## config.mk

```make
export PLATFORM = sky130hd
export DESIGN_NAME = mc_control_fsm
export DESIGN_NICKNAME = d
export VERILOG_FILES = /design/src/rtl/mc_pkg.sv /design/src/rtl/mc_perf_counters.sv /design/src/rtl/mc_control_fsm.sv
export SDC_FILE = /design/constraint.sdc
export NUM_CORES = 1
export LEC_CHECK = 0
export CAP_MARGIN = 5
export CORE_UTILIZATION = 35
export DETAILED_ROUTE_END_ITERATION = 8
export GPL_ROUTABILITY_DRIVEN = 1
export MAX_ROUTING_LAYER = met4
export PLACE_DENSITY = 0.75
export SLEW_MARGIN = 20
export SYNTH_ARGS = -nofsm -noshare
export SYNTH_HDL_FRONTEND = slang
export SYNTH_SLANG_ARGS = --single-unit
```

## constraint.sdc

```tcl
create_clock -name Clock -period 1.3 [get_ports Clock]
set_input_delay 0.195 -clock Clock [delete_from_list [all_inputs] [get_ports Clock]]
set_output_delay 0.195 -clock Clock [all_outputs]
set_load 0.1 [all_outputs]
```

## src/rtl/mc_pkg.sv

```systemverilog
// mc_pkg: opcodes, FSM state encoding and datapath mux encodings
// shared by the multi-cycle control unit of the 24-bit CPU.
package mc_pkg;

  localparam logic [3:0] OP_R    = 4'd0;
  localparam logic [3:0] OP_ADDI = 4'd1;
  localparam logic [3:0] OP_SUBI = 4'd2;
  localparam logic [3:0] OP_SLTI = 4'd3;
  localparam logic [3:0] OP_LW   = 4'd4;
  localparam logic [3:0] OP_SW   = 4'd5;
  localparam logic [3:0] OP_BEQ  = 4'd6;
  localparam logic [3:0] OP_BNE  = 4'd7;
  localparam logic [3:0] OP_J    = 4'd8;

  typedef enum logic [3:0] {
    RST,
    FETCH,
    DECODE,
    EXEC_R,
    WB_R,
    EXEC_I,
    WB_I,
    MEM_ADDR,
    MEM_RD,
    MEM_WB,
    MEM_WR,
    BRANCH,
    JUMP,
    TRAP
  } state_t;

  localparam logic [1:0] ALU_ADD   = 2'b00;
  localparam logic [1:0] ALU_SUB   = 2'b01;
  localparam logic [1:0] ALU_FUNCT = 2'b10;
  localparam logic [1:0] ALU_IMM   = 2'b11;

  localparam logic [1:0] SRCB_REG = 2'b00;
  localparam logic [1:0] SRCB_ONE = 2'b01;
  localparam logic [1:0] SRCB_IMM = 2'b10;
  localparam logic [1:0] SRCB_OFF = 2'b11;

  localparam logic [1:0] PC_ALU = 2'b00;
  localparam logic [1:0] PC_OUT = 2'b01;
  localparam logic [1:0] PC_JMP = 2'b10;

endpackage

```

## src/rtl/mc_perf_counters.sv

```systemverilog
// mc_perf_counters: free-running cycle and retired-instruction
// counters, wrapping modulo 2^CNT_W.
module mc_perf_counters #(
  parameter int CNT_W = 32
) (
  input  logic             Clock,
  input  logic             Reset,
  input  logic             cycle_en,
  input  logic             instr_en,
  output logic [CNT_W-1:0] CycleCnt,
  output logic [CNT_W-1:0] InstrCnt
);

  always_ff @(posedge Clock or posedge Reset) begin
    if (Reset) begin
      CycleCnt <= '0;
      InstrCnt <= '0;
    end else begin
      if (cycle_en) CycleCnt <= CycleCnt + 1'b1;
      if (instr_en) InstrCnt <= InstrCnt + 1'b1;
    end
  end

endmodule

```

## src/rtl/mc_control_fsm.sv

```systemverilog
// mc_control_fsm: multi-cycle control FSM for the 24-bit CPU.
// Define MC_PERF_CNT_EN to add CycleCnt/InstrCnt perf counters.
module mc_control_fsm
  import mc_pkg::*;
#(
  parameter int OPCODE_W = 4,
  parameter int CNT_W    = 32
) (
  input  logic                Clock,
  input  logic                Reset,
  input  logic [OPCODE_W-1:0] Opcode,
  input  logic                MemReady,
  output logic                PCWrite,
  output logic                PCWriteCond,
  output logic                IorD,
  output logic                MemRead,
  output logic                MemWrite,
  output logic                IRWrite,
  output logic                MemToReg,
  output logic                RegDst,
  output logic                RegWrite,
  output logic                ALUSrcA,
  output logic                BranchNe,
  output logic [1:0]          PCSrc,
  output logic [1:0]          ALUSrcB,
  output logic [1:0]          ALUOp,
  output logic                InstrDone,
  output logic                Trap
`ifdef MC_PERF_CNT_EN
  ,
  output logic [CNT_W-1:0]    CycleCnt,
  output logic [CNT_W-1:0]    InstrCnt
`endif
);

  state_t     state;
  state_t     next;
  logic [3:0] opcode_q;
  logic       illegal;

  // Any set bit above bit 3 also lands above OP_J.
  assign illegal = Opcode > OPCODE_W'(OP_J);

  always_ff @(posedge Clock or posedge Reset) begin
    if (Reset) begin
      state    <= RST;
      opcode_q <= '0;
    end else begin
      state <= next;
      if (state == DECODE) opcode_q <= Opcode[3:0];
    end
  end

  always_comb begin
    next        = state;
    PCWrite     = 1'b0;
    PCWriteCond = 1'b0;
    IorD        = 1'b0;
    MemRead     = 1'b0;
    MemWrite    = 1'b0;
    IRWrite     = 1'b0;
    MemToReg    = 1'b0;
    RegDst      = 1'b0;
    RegWrite    = 1'b0;
    ALUSrcA     = 1'b0;
    BranchNe    = 1'b0;
    PCSrc       = PC_ALU;
    ALUSrcB     = SRCB_REG;
    ALUOp       = ALU_ADD;
    InstrDone   = 1'b0;
    Trap        = 1'b0;
    unique case (state)
      RST: next = FETCH;
      FETCH: begin
        MemRead = 1'b1;
        ALUSrcB = SRCB_ONE;
        IRWrite = MemReady;
        PCWrite = MemReady;
        if (MemReady) next = DECODE;
      end
      DECODE: begin
        ALUSrcB = SRCB_OFF;
        if (illegal) begin
          next = TRAP;
        end else begin
          unique case (Opcode[3:0])
            OP_R:                      next = EXEC_R;
            OP_ADDI, OP_SUBI, OP_SLTI: next = EXEC_I;
            OP_LW, OP_SW:              next = MEM_ADDR;
            OP_BEQ, OP_BNE:            next = BRANCH;
            OP_J:                      next = JUMP;
            default:                   next = TRAP;
          endcase
        end
      end
      EXEC_R: begin
        ALUSrcA = 1'b1;
        ALUOp   = ALU_FUNCT;
        next    = WB_R;
      end
      WB_R: begin
        RegDst    = 1'b1;
        RegWrite  = 1'b1;
        InstrDone = 1'b1;
        next      = FETCH;
      end
      EXEC_I: begin
        ALUSrcA = 1'b1;
        ALUSrcB = SRCB_IMM;
        ALUOp   = ALU_IMM;
        next    = WB_I;
      end
      WB_I: begin
        RegWrite  = 1'b1;
        InstrDone = 1'b1;
        next      = FETCH;
      end
      MEM_ADDR: begin
        ALUSrcA = 1'b1;
        ALUSrcB = SRCB_IMM;
        next    = (opcode_q == OP_LW) ? MEM_RD : MEM_WR;
      end
      MEM_RD: begin
        MemRead = 1'b1;
        IorD    = 1'b1;
        if (MemReady) next = MEM_WB;
      end
      MEM_WB: begin
        MemToReg  = 1'b1;
        RegWrite  = 1'b1;
        InstrDone = 1'b1;
        next      = FETCH;
      end
      MEM_WR: begin
        MemWrite  = 1'b1;
        IorD      = 1'b1;
        InstrDone = MemReady;
        if (MemReady) next = FETCH;
      end
      BRANCH: begin
        ALUSrcA     = 1'b1;
        ALUOp       = ALU_SUB;
        PCWriteCond = 1'b1;
        PCSrc       = PC_OUT;
        BranchNe    = (opcode_q == OP_BNE);
        InstrDone   = 1'b1;
        next        = FETCH;
      end
      JUMP: begin
        PCWrite   = 1'b1;
        PCSrc     = PC_JMP;
        InstrDone = 1'b1;
        next      = FETCH;
      end
      TRAP: Trap = 1'b1;
      default: next = RST;
    endcase
  end

`ifdef MC_PERF_CNT_EN
  mc_perf_counters #(
    .CNT_W(CNT_W)
  ) u_perf (
    .Clock    (Clock),
    .Reset    (Reset),
    .cycle_en ((state != RST) && (state != TRAP)),
    .instr_en (InstrDone),
    .CycleCnt (CycleCnt),
    .InstrCnt (InstrCnt)
  );
`else
  localparam int unused_cnt_w = CNT_W;
`endif

endmodule
```

==> run summary, run 1 <==
Syn Area/Cell: 8.261 µm²
H-tree depth: 1
Main synth FF type: dfrtp_1
maximum root-to-sink buffer count: 2
chip height: 47.58 µm
Synthesized Nets: 95
status: stopped before the end
Synth Area in Compound Gates: 20.31%
number of synthesized flops with an enable pin: 0
mux cell area share after synthesis: 7.573%
Worst-path end type: primary output
root buffer cell: clkbuf_4
I/O pins: 26
Row Count: 16
Synth Instances: 88
Post-Synth Simple-Gate Area: 32.01%
largest net degree at the start of global routing: 9
FF+latch count, synth: 8
DP HPWL: 2.230 mm
TritonCTS buffer count: 3
Post-synth top cells: nor2_1 (11), dfrtp_1 (8), a21oi_1 (7)
routability cong.: 0.8560
most area-consuming cells after synthesis: dfrtp_1 (28%), nor2_1 (5.7%), a21oi_1 (4.8%)
Post-Synth Adder-Cell Area: 0%
Inst Count DP: 158
clk sink count: 8
largest family of logic cells by synthesized area: simple AND/OR/NAND/NOR gates
Halt Stage: global routing (5_1_grt)
dominant cell type by area after synthesis: dfrtp_1
GRT repair_timing worst endpoint: ALUSrcB[1]
top-count cell post-synth: nor2_1
Synth Area in XOR/XNOR: 3.614%
Tool Error: [ERROR DPL-0033] detailed placement checks failed during check placement.
initial antenna violation count: 0
post-synthesis async set-or-reset flop share: 100.0%
Port-buffer cells: 25
Die W: 47.58 µm
post-synth top area share: 27.54%
Initial Util: 37.05%
Mapped Area: 726.9 µm²
Yosys Warn Count: 0
Seq/Total Area, Yosys: 27.54%
synth unique cells: 39
==> metrics by stage <==
step                area (µm²)  hold slack [ps]  util [%]  setup WS [ps]  setup TNS, ps
floorplan                985.9            10.52         -         -465.0          -6214
global placement          1550            460.7     79.02         -198.5          -2304
detailed placement        1550            460.0     79.02         -222.0          -3269
CTS                       1785            174.4     91.01         -380.5          -7310
==> cells by family after synthesis <==
logic type             after synthesis
buffers and inverters               11
AO/OA/AOI/OAI                       21
AND/OR/NAND/NOR                     40
XOR/XNOR                             3
multiplexers                         5
flip-flops                           8
==> what timing repair did <==
| action | in CTS |
|---|---|
| gates resized for setup | 29 |
| buffers inserted | 8 |
| pin swaps | 13 |
| setup endpoints to repair | 26 |
| cloned | 1 |
| hold buffers | 0 |
==> inputs of run 2 (changes only) <==
- CORE_UTILIZATION: 35 -> 20
- MAX_ROUTING_LAYER: met4 -> default
- PLACE_DENSITY: 0.75 -> default
- PLACE_DENSITY_LB_ADDON: default -> 0.15
- clock period: 1.3 -> 1.7 ns (I/O delays scaled with it)
==> run 2 against run 1 <==
Compared with the run above:
- the flow now finishes, with violations (setup timing)
- synthesized cell count unchanged
- area after synthesis unchanged
==> run summary, run 2 <==
status: finished with violations
failing checks: setup timing
Crit Path Class: register to output port
Core Region: 3416 µm²
Post-synth top cells: nor2_1 (11), dfrtp_1 (8), a21oi_1 (7)
routability cong.: 0.8305 (-3.0%)
Initial Util: 21.28% (-16 points)
dominant cell type by area after synthesis: dfrtp_1
post-synth top area share: 27.54% (unchanged)
maximum root-to-sink buffer count: 2 (unchanged)
clock slew at the register clock pins of the worst setup and hold paths: 60 ps
layout filler cell count: 335
Setup Skew: 11.03 ps
drt total wl: 2.315 mm
Startpoint Class: register
Synthesized Nets: 95 (unchanged)
largest net degree at the start of global routing: 12
wire per inst: 13.30 µm
die area: 3880 µm²
FF+latch count, synth: 8 (unchanged)
initial antenna violation count: 0
chip height: 62.29 µm (+31%)
Place WS: 100.4 ps (+322.4 ps)
# DRC: 0
Tightest Hold Check Type: primary input to asynchronous set/reset pin
Row Count: 21 (+5)
worst setup margin: -51.11 ps
vias per cell: 4.707
Mapped Area: 726.9 µm² (unchanged)
Yosys Warn Count: 0 (unchanged)
clk sink count: 8 (unchanged)
Die W: 62.29 µm (+31%)
area growth from synthesis to layout: 117.0%
Max-Cap Viols: 0
worst slew pin tran: 403.8 ps
metal3 WL: 86 µm
layout cells sized above 1: 62.50%
most common cell after layout, fill and taps aside: buf_12
Final ANT Viol Nets: 0
number of synthesized flops with an enable pin: 0 (unchanged)
first-pass GRT wire length: 4.050 mm
DRT Pass-1 Iters: 4
top-count cell post-synth: nor2_1
Regs by FF count: opcode_q (4), state (4)
critical path capture point type: output port
hold slack: 244.9 ps
fin crit share: 103.0%
CTS tree: yes
commonest non-fill, non-tap cells in the layout: buf_12 (20), buf_4 (14), nor2_4 (8)
Final Critical Period: 1751 ps
root buffer cell: clkbuf_4
synth unique cells: 39 (unchanged)
RSZ-0062 raised after global routing: yes
antenna cell count: 0
Syn Area/Cell: 8.261 µm² (unchanged)
CP Max Fanout: 7
max layer used: met3
Main synth FF type: dfrtp_1
Synth Instances: 88 (unchanged)
met2 wire length: 1.220 mm
I/O pins: 26 (unchanged)
Seq/Total Area, Yosys: 27.54% (unchanged)
Global Route Usage Sum: 12.88%
worst path required time: 1440 ps
Port-buffer cells: 25 (unchanged)
fin nets: 136
final setup fails: 3
detailed router's first-iteration violation count: 19
Slew HR: 72.83%
TritonCTS buffer count: 3 (unchanged)
hold bufs inserted after CTS: 0 (unchanged)
Final Hold Vio Count: 0
number of global-route vias before repair: 850
vias: 819
most area-consuming cells after synthesis: dfrtp_1 (28%), nor2_1 (5.7%), a21oi_1 (4.8%)
Clk Latency, worst-skew pair: 260 ps
H-tree depth: 1 (unchanged)
DP HPWL: 1.859 mm (-17%)
Post-Route M1 WL: 1.008 mm
Slew Viols, Final: 0
Max Clk Rate: 571.1 MHz
CP arrival: 1500 ps
GRT overflow: 0
post-synthesis async set-or-reset flop share: 100.0% (unchanged)
-- run 2: cell counts after synthesis --
Identical to the previous run, type by type.
-- run 2: critical path, stage by stage, from the launching register on --
cell	delay, ps
dfrtp_2	470
or3b_4	400
a21oi_4	180
buf_12	190
-- run 2: worst paths after layout --
| path | from | end | slack, ps | depth (start not counted) |
|---|---|---|---|---|
| setup / recovery | state[0] | ALUSrcB[1] | -50 | 3 |
| min in group Clock | opcode_q[0] | opcode_q[0] | 520 | 1 |
| hold reg to reg | opcode_q[0] | opcode_q[0] | 520 | 1 |
| hold / removal | Reset | state[3] | 240 | 2 |
| setup reg to reg | state[3] | opcode_q[3] | 90 | 5 |
| max in group asynchronous | Reset | state[1] | 1190 | 2 |
-- run 2: logic make-up (layout without fill, tap and decap cells) --
family / count (synthesis) / count (layout) / share of synthesized area [%]
simple gates: 40 / 40 / 32.02
mux: 5 / 5 / 7.573
flops: 8 / 8 / 27.54
buf+inv: 11 / 51 / 8.950
compound gates: 21 / 21 / 20.31
xor+xnor: 3 / 3 / 3.615
-- run 2: layer usage --
metal,vias to the layer above,track usage (%)
li1,397,-
met1,405,16.74
met2,17,21.98
met3,0,3.493
met4,0,1.163
met5,-,0
-- run 2: per-stage QoR --
stage | setup TNS (ps) | cell area (µm²) | instances | util, %
2_1_floorplan | -998.0 | 960.9 | 88 | -
3_3_place_gp | 0 | 1455 | 164 | 42.60
3_5_place_dp | 0 | 1455 | 164 | 42.60
4_1_cts | -163.0 | 1534 | 170 | 44.91
5_1_grt | -441.2 | 1578 | 174 | 46.19
6_report | -61.40 | 1578 | 174 | 46.19
-- run 2: timing repair --
item | CTS | global route
endpoints found under the hold margin | 0 | 0
pin swaps | 2 | 4
buffers inserted | 2 | 4
setup endpoints to repair | 17 | 13
resized for setup | 10 | 6
gates cloned | 0 | 0
-- run 2: final cells by class --
class | count | area [µm²] | share of cell area [%]
clock buffers | 4 | 26.28 | 1.665
inverters | 3 | 11.26 | 0.7137
multi-input cells | 69 | 666.9 | 42.27
flip-flops and latches | 8 | 205.2 | 13.01
well taps | 46 | 57.56 | 3.648
repair buffers | 44 | 610.6 | 38.70
Power of run 2 is not shown: default switching activity piles up to over one toggle a cycle in this logic, so the estimate is an artifact.
